[src/rtl/mid3_filter_ctrl_if.sv]
// Sample-stream and result signals between the capture logic, the trimmed-mean
// controller and the display/position logic.
interface mid3_filter_ctrl_if;
  logic [7:0] sample_in;
  logic       sample_valid;
  logic       flush;
  logic [7:0] filtered_out;
  logic       out_valid;
  logic       busy;
  logic       window_full;

  modport master (
    output sample_in, sample_valid, flush,
    input  filtered_out, out_valid, busy, window_full
  );

  modport slave (
    input  sample_in, sample_valid, flush,
    output filtered_out, out_valid, busy, window_full
  );
endinterface

[src/rtl/mid3_filter_ctrl.sv]
// Sliding 5-sample window feeding a middle-three sorter, followed by a serial
// divide-by-3 that produces the trimmed mean of the three middle samples.
module mid3_of5 (
  input  logic [7:0] data1,
  input  logic [7:0] data2,
  input  logic [7:0] data3,
  input  logic [7:0] data4,
  input  logic [7:0] data5,
  output logic [7:0] mid1,
  output logic [7:0] mid2,
  output logic [7:0] mid3
);
  logic [7:0] s [5];
  logic [7:0] tmp;

  always_comb begin
    s[0] = data1;
    s[1] = data2;
    s[2] = data3;
    s[3] = data4;
    s[4] = data5;
    tmp  = '0;
    for (int i = 0; i < 4; i++) begin
      for (int j = 0; j < 4 - i; j++) begin
        if (s[j] > s[j+1]) begin
          tmp    = s[j];
          s[j]   = s[j+1];
          s[j+1] = tmp;
        end
      end
    end
    mid1 = s[1];
    mid2 = s[2];
    mid3 = s[3];
  end
endmodule

module mid3_filter_ctrl (
  input  logic                 clock,
  input  logic                 reset,
  mid3_filter_ctrl_if.slave    bus
);
  typedef enum logic [1:0] {IDLE, CAPTURE, DIV, DONE} state_t;

  state_t     state_q, state_d;
  logic [7:0] win_q [5];
  logic [7:0] win_d [5];
  logic [2:0] wp_q, wp_d;
  logic [2:0] cnt_q, cnt_d;
  logic       pending_q, pending_d;
  logic [9:0] sum_q, sum_d;
  logic [1:0] rem_q, rem_d;
  logic [3:0] step_q, step_d;
  logic [7:0] filtered_out_q, filtered_out_d;
  logic       out_valid_q, out_valid_d;
  logic       busy_q, window_full_q;

  logic [7:0] mid1, mid2, mid3;
  logic [2:0] trial, diff;
  logic       ge3, accept;
  logic [9:0] shifted;

  mid3_of5 u_sort (
    .data1 (win_q[0]),
    .data2 (win_q[1]),
    .data3 (win_q[2]),
    .data4 (win_q[3]),
    .data5 (win_q[4]),
    .mid1  (mid1),
    .mid2  (mid2),
    .mid3  (mid3)
  );

  // Restoring divide step: sum_q doubles as the dividend shifter, quotient
  // bits enter at the LSB as dividend bits leave at the MSB.
  assign trial   = {rem_q, sum_q[9]};
  assign ge3     = (trial >= 3'd3);
  assign diff    = trial - 3'd3;
  assign shifted = {sum_q[8:0], ge3};
  assign accept  = bus.sample_valid && !bus.flush;

  always_comb begin
    // NOTE: every _d gets a hold default first so no path leaves it unassigned (no latches).
    state_d        = state_q;
    win_d          = win_q;
    wp_d           = wp_q;
    cnt_d          = cnt_q;
    pending_d      = pending_q;
    sum_d          = sum_q;
    rem_d          = rem_q;
    step_d         = step_q;
    filtered_out_d = filtered_out_q;
    out_valid_d    = 1'b0;

    if (accept) begin
      win_d[wp_q] = bus.sample_in;
      wp_d        = (wp_q == 3'd4) ? 3'd0 : wp_q + 3'd1;
      if (cnt_q != 3'd5) cnt_d = cnt_q + 3'd1;
    end

    unique case (state_q)
      IDLE: begin
        if (accept && cnt_d == 3'd5) state_d = CAPTURE;
      end
      CAPTURE: begin
        sum_d   = {2'b00, mid1} + {2'b00, mid2} + {2'b00, mid3};
        rem_d   = 2'd0;
        step_d  = 4'd0;
        state_d = DIV;
        if (accept) pending_d = 1'b1;
      end
      DIV: begin
        sum_d  = shifted;
        rem_d  = ge3 ? diff[1:0] : trial[1:0];
        step_d = step_q + 4'd1;
        if (step_q == 4'd9) begin
          state_d        = DONE;
          filtered_out_d = shifted[7:0];
          out_valid_d    = 1'b1;
        end
        if (accept) pending_d = 1'b1;
      end
      DONE: begin
        // A sample landing in DONE is already in the window for the rerun.
        if (pending_q || accept) begin
          state_d   = CAPTURE;
          pending_d = 1'b0;
        end else begin
          state_d = IDLE;
        end
      end
      default: state_d = IDLE;
    endcase

    if (bus.flush) begin
      state_d        = IDLE;
      cnt_d          = 3'd0;
      wp_d           = 3'd0;
      pending_d      = 1'b0;
      out_valid_d    = 1'b0;
      filtered_out_d = filtered_out_q;
    end
  end

  always_ff @(posedge clock) begin
    if (reset) begin
      state_q        <= IDLE;
      // NOTE: the window is a small register file, not RAM, so it is cleared on reset.
      for (int i = 0; i < 5; i++) win_q[i] <= '0;
      wp_q           <= '0;
      cnt_q          <= '0;
      pending_q      <= 1'b0;
      sum_q          <= '0;
      rem_q          <= '0;
      step_q         <= '0;
      filtered_out_q <= '0;
      out_valid_q    <= 1'b0;
      busy_q         <= 1'b0;
      window_full_q  <= 1'b0;
    end else begin
      state_q        <= state_d;
      win_q          <= win_d;
      wp_q           <= wp_d;
      cnt_q          <= cnt_d;
      pending_q      <= pending_d;
      sum_q          <= sum_d;
      rem_q          <= rem_d;
      step_q         <= step_d;
      filtered_out_q <= filtered_out_d;
      out_valid_q    <= out_valid_d;
      busy_q         <= (state_d != IDLE);
      window_full_q  <= (cnt_d == 3'd5);
    end
  end

  assign bus.filtered_out = filtered_out_q;
  assign bus.out_valid    = out_valid_q;
  assign bus.busy         = busy_q;
  assign bus.window_full  = window_full_q;
endmodule

[src/flat_wrapper.sv]
// flat-port wrapper written by rule: the top's interface ports become plain ports
module mid3_filter_ctrl_flat 
  (clock, reset, bus_sample_in, bus_sample_valid, bus_flush, bus_filtered_out, bus_out_valid, bus_busy, bus_window_full);
  mid3_filter_ctrl_if bus_i ();
  input  logic clock;
  input  logic reset;
  input wire logic [$bits(bus_i.sample_in)-1:0] bus_sample_in;
  input wire logic [$bits(bus_i.sample_valid)-1:0] bus_sample_valid;
  input wire logic [$bits(bus_i.flush)-1:0] bus_flush;
  output wire logic [$bits(bus_i.filtered_out)-1:0] bus_filtered_out;
  output wire logic [$bits(bus_i.out_valid)-1:0] bus_out_valid;
  output wire logic [$bits(bus_i.busy)-1:0] bus_busy;
  output wire logic [$bits(bus_i.window_full)-1:0] bus_window_full;
  assign bus_i.sample_in = bus_sample_in;
  assign bus_i.sample_valid = bus_sample_valid;
  assign bus_i.flush = bus_flush;
  assign bus_filtered_out = bus_i.filtered_out;
  assign bus_out_valid = bus_i.out_valid;
  assign bus_busy = bus_i.busy;
  assign bus_window_full = bus_i.window_full;
  mid3_filter_ctrl u_core (.clock(clock), .reset(reset), .bus(bus_i));
endmodule
[config.mk]
export PLATFORM = sky130hd
export DESIGN_NAME = mid3_filter_ctrl_flat
export DESIGN_NICKNAME = d
export VERILOG_FILES = /design/src/rtl/mid3_filter_ctrl_if.sv /design/src/rtl/mid3_filter_ctrl.sv /design/src/flat_wrapper.sv
export SDC_FILE = /design/constraint.sdc
export NUM_CORES = 1
export LEC_CHECK = 0
export CAP_MARGIN = 10
export CORE_MARGIN = 10
export CORE_UTILIZATION = 65
export DETAILED_ROUTE_END_ITERATION = 16
export PLACE_DENSITY_LB_ADDON = 0.3
export SETUP_SLACK_MARGIN = 0.1
export SYNTH_ARGS = -nofsm -noshare
export SYNTH_HDL_FRONTEND = slang
export SYNTH_SLANG_ARGS = --single-unit
[constraint.sdc]
create_clock -name clock -period 42.7 [get_ports clock]
set_input_delay 8.54 -clock clock [delete_from_list [all_inputs] [get_ports clock]]
set_output_delay 8.54 -clock clock [all_outputs]
set_load 0.03 [all_outputs]
==> results.cfg <==
[outcome]
status = finished, final reports clean

[sta]
tns_ns = 0
finalSetupViolCount = 0
max_freq_mhz = 57.8
period_needed_ns = 17.30
rsz0062_at_grt = false
fin_crit_sh = 0.405
relSlewSlack = 0.217
slew_violations = 0
hold_ws_ns = 0.488
skew_ns = 0.00424
hold_viol = 0
worst_pin_slew_ns = 1.16

[clock_network]
cts_tree = done
h-tree-depth = 3
cts_buffers = 9
insertion_delay_ns = 0.33
cts_resized = 0
clockRootBuffer = clkbuf_16
cts_setup_buffers = 0
clock_path_buffers = 2
cts_sinks = 76
clk_pin_slew_ns = 0.05
cts-hold-fix-buffers = 0

[routing]
m1WireLength_mm = 8.37
wl_mm = 18.3
route.detailed.drc = 0
firstDrtPassIters = 5
viasPerCell = 6.14
dr_wl_met3_mm = 1.05
met2_length_mm = 8.55
drt_iter0_drc = 484
antenna_left = 0
dr.max_layer_used = met4
wl_per_cell_um = 16.5
vias = 6832

[synthesis]
syn_area_per_cell_um2 = 7.73
ys_seq_area_frac = 0.204
synth-edff-count = 0
synth_nets = 1078
synth_area_mm2 = 0.00744
synthFlopType = dfxtp_1
post_synth_inst_count = 963
synth_cell_type_count = 67
async_flop_share = 0
ys_warn_count = 0
ys_seq_elements = 76

[floorplan]
core_mm2 = 0.0113
dieArea_mm2 = 0.0161
chipWidth_um = 127
rows = 39
num_io_pins = 23
initial_core_util = 0.657
die_h_um = 127

[setup_path]
critPathCaptureType = flip-flop
critPathKind = reg2reg
reg2reg_depth = 80
slowest_delay_ns = 0.85
crit_path_start_kind = flip-flop
cp.required_ns = 42.87
r2r_end = u_core.sum_q[9]
r2r_slack_ns = 25.40
critPathMostFrequentCell = a21oi_1
crit_end = u_core.sum_q[9]
reg2reg_from = u_core.win_q[25]
critPathSlowestCell = o31a_1
critical_path.startpoint = u_core.win_q[25]
crit_fanout = 24
cp.arrival_ns = 17.47

[layout]
fin_util = 0.708
antennaDiodeCount = 0
area_delta_synth_final_pct = 7.65
finalNonFillerCells = 1112
drive_above_1_share = 0.0650
fin_nets = 1079
fillers = 934

[global_routing]
antenna_found_initial = 0
grt_pass1_vias = 6232
grt_first_pass_wirelength_mm = 30.5
grt_use_total = 0.224
grt.overflow.total = 0
grt_max_degree = 67

[hold_path]
worstHoldPathType = reg2reg

[flow_run]
max-cap-violations = 0

[placed_design]
place_congestion = 1.04
portBuffers = 22
dp_hpwl_mm = 14.3
dp.cells = 1095
==> cells by family after synthesis <==
kind of cell             Yosys count  share of synthesized area
AND/OR/NAND/NOR                  285                      0.171
AO/OA/AOI/OAI                    242                      0.202
buffers and inverters            126                     0.0666
multiplexers                     114                      0.161
adder cells (fa/ha/maj)          104                      0.177
flip-flops                        76                      0.204
XOR/XNOR                          16                     0.0188
==> worst max-delay path: cells and delay by family (launching register included) <==
family                   cells  cell delay, ns
AO/OA/AOI/OAI               40            8.96
adder cells (fa/ha/maj)     10            2.92
buffers and inverters       11            1.19
flip-flops                   1            0.46
multiplexers                 6            2.06
AND/OR/NAND/NOR             13            1.49
==> worst min-delay path by stage <==
| stage | to | from | cells past startpoint | slack, ns |
|---|---|---|---|---|
| final | u_core.sum_q[7] | u_core.sum_q[7] | 2 | 0.49 |
| after global routing | u_core.sum_q[7] | u_core.sum_q[7] | 2 | 0.52 |
| after CTS | u_core.sum_q[7] | u_core.sum_q[7] | 2 | 0.49 |
| after detailed placement | u_core.sum_q[7] | u_core.sum_q[7] | 2 | 0.48 |
| after global placement | u_core.win_q[18] | u_core.win_q[18] | 2 | 0.48 |
| after floorplan | u_core.win_q[32] | u_core.win_q[32] | 2 | 0.45 |
==> layout by cell type, fill, tap and decap left out, drive strengths merged, types with 13 or more instances in the layout <==
cell type      netlist  final
nor2               106    106
ha                 101    101
inv                 90     90
nand2               87     87
a21oi               87     87
mux2i               86     86
dfxtp               76     76
o21ai               71     71
mux2                28     28
nand3               23     23
clkdlybuf4s50        0     21
a21o                17     17
clkbuf              27     15
nor2b               14     14
xnor2               13     13
==> cell usage after synthesis (6+ instances only) <==
| master | instances | area share |
|---|---|---|
| ha_1 | 101 | 0.17 |
| a21o_1 | 17 | 0.017 |
| nor3_1 | 8 | 0.0054 |
| nand2b_1 | 10 | 0.0084 |
| o211ai_1 | 9 | 0.0091 |
| nor2_1 | 106 | 0.053 |
| clkbuf_1 | 27 | 0.014 |
| inv_1 | 89 | 0.045 |
| mux2_2 | 23 | 0.035 |
| xnor2_1 | 13 | 0.015 |
| a211oi_1 | 9 | 0.0091 |
| mux2i_1 | 86 | 0.12 |
| o21ai_0 | 65 | 0.044 |
| nand2_1 | 87 | 0.044 |
| dfxtp_1 | 76 | 0.20 |
| nand3_1 | 23 | 0.015 |
| a21oi_1 | 86 | 0.058 |
| o21a_1 | 6 | 0.0061 |
| nor2b_1 | 14 | 0.012 |
| nand4_1 | 10 | 0.0084 |
==> flip-flops by register name, indices dropped and copies added, names as in the netlist, 2 cells and up <==
name                     flops
u_core.bus.filtered_out      8
u_core.cnt_q                 3
u_core.rem_q                 2
u_core.state_q               2
u_core.step_q                4
u_core.sum_q                10
u_core.win_q                40
u_core.wp_q                  3
==> stage by stage <==
step / setup slack [ns] / cell area (um^2)
2_1_floorplan: 27.39 / 7440
3_3_place_gp: 25.76 / 7720
3_5_place_dp: 25.29 / 7720
4_1_cts: 25.28 / 8000
5_1_grt: 24.01 / 8010
6_report: 25.40 / 8010
==> area by class of cell <==
class | instances | area [um^2] | area share
timing repair buffer | 26 | 249 | 0.0311
multi-input combinational | 761 | 5440 | 0.679
clock inverter | 1 | 5.00 | 0.000625
clock buffer | 15 | 278 | 0.0347
inverter | 90 | 338 | 0.0422
tap | 143 | 179 | 0.0223
sequential | 76 | 1520 | 0.190
==> per-layer routing <==
| metal | vias to the layer above | track usage |
|---|---|---|
| met5 | - | 0 |
| met4 | 0 | 0.0683 |
| met3 | 32 | 0.0323 |
| met2 | 209 | 0.364 |
| met1 | 3189 | 0.299 |
| li1 | 3402 | - |
Power is left out: the tool's default activity adds up to more than one toggle a clock period on the data nets, which glitch-free logic cannot reach.
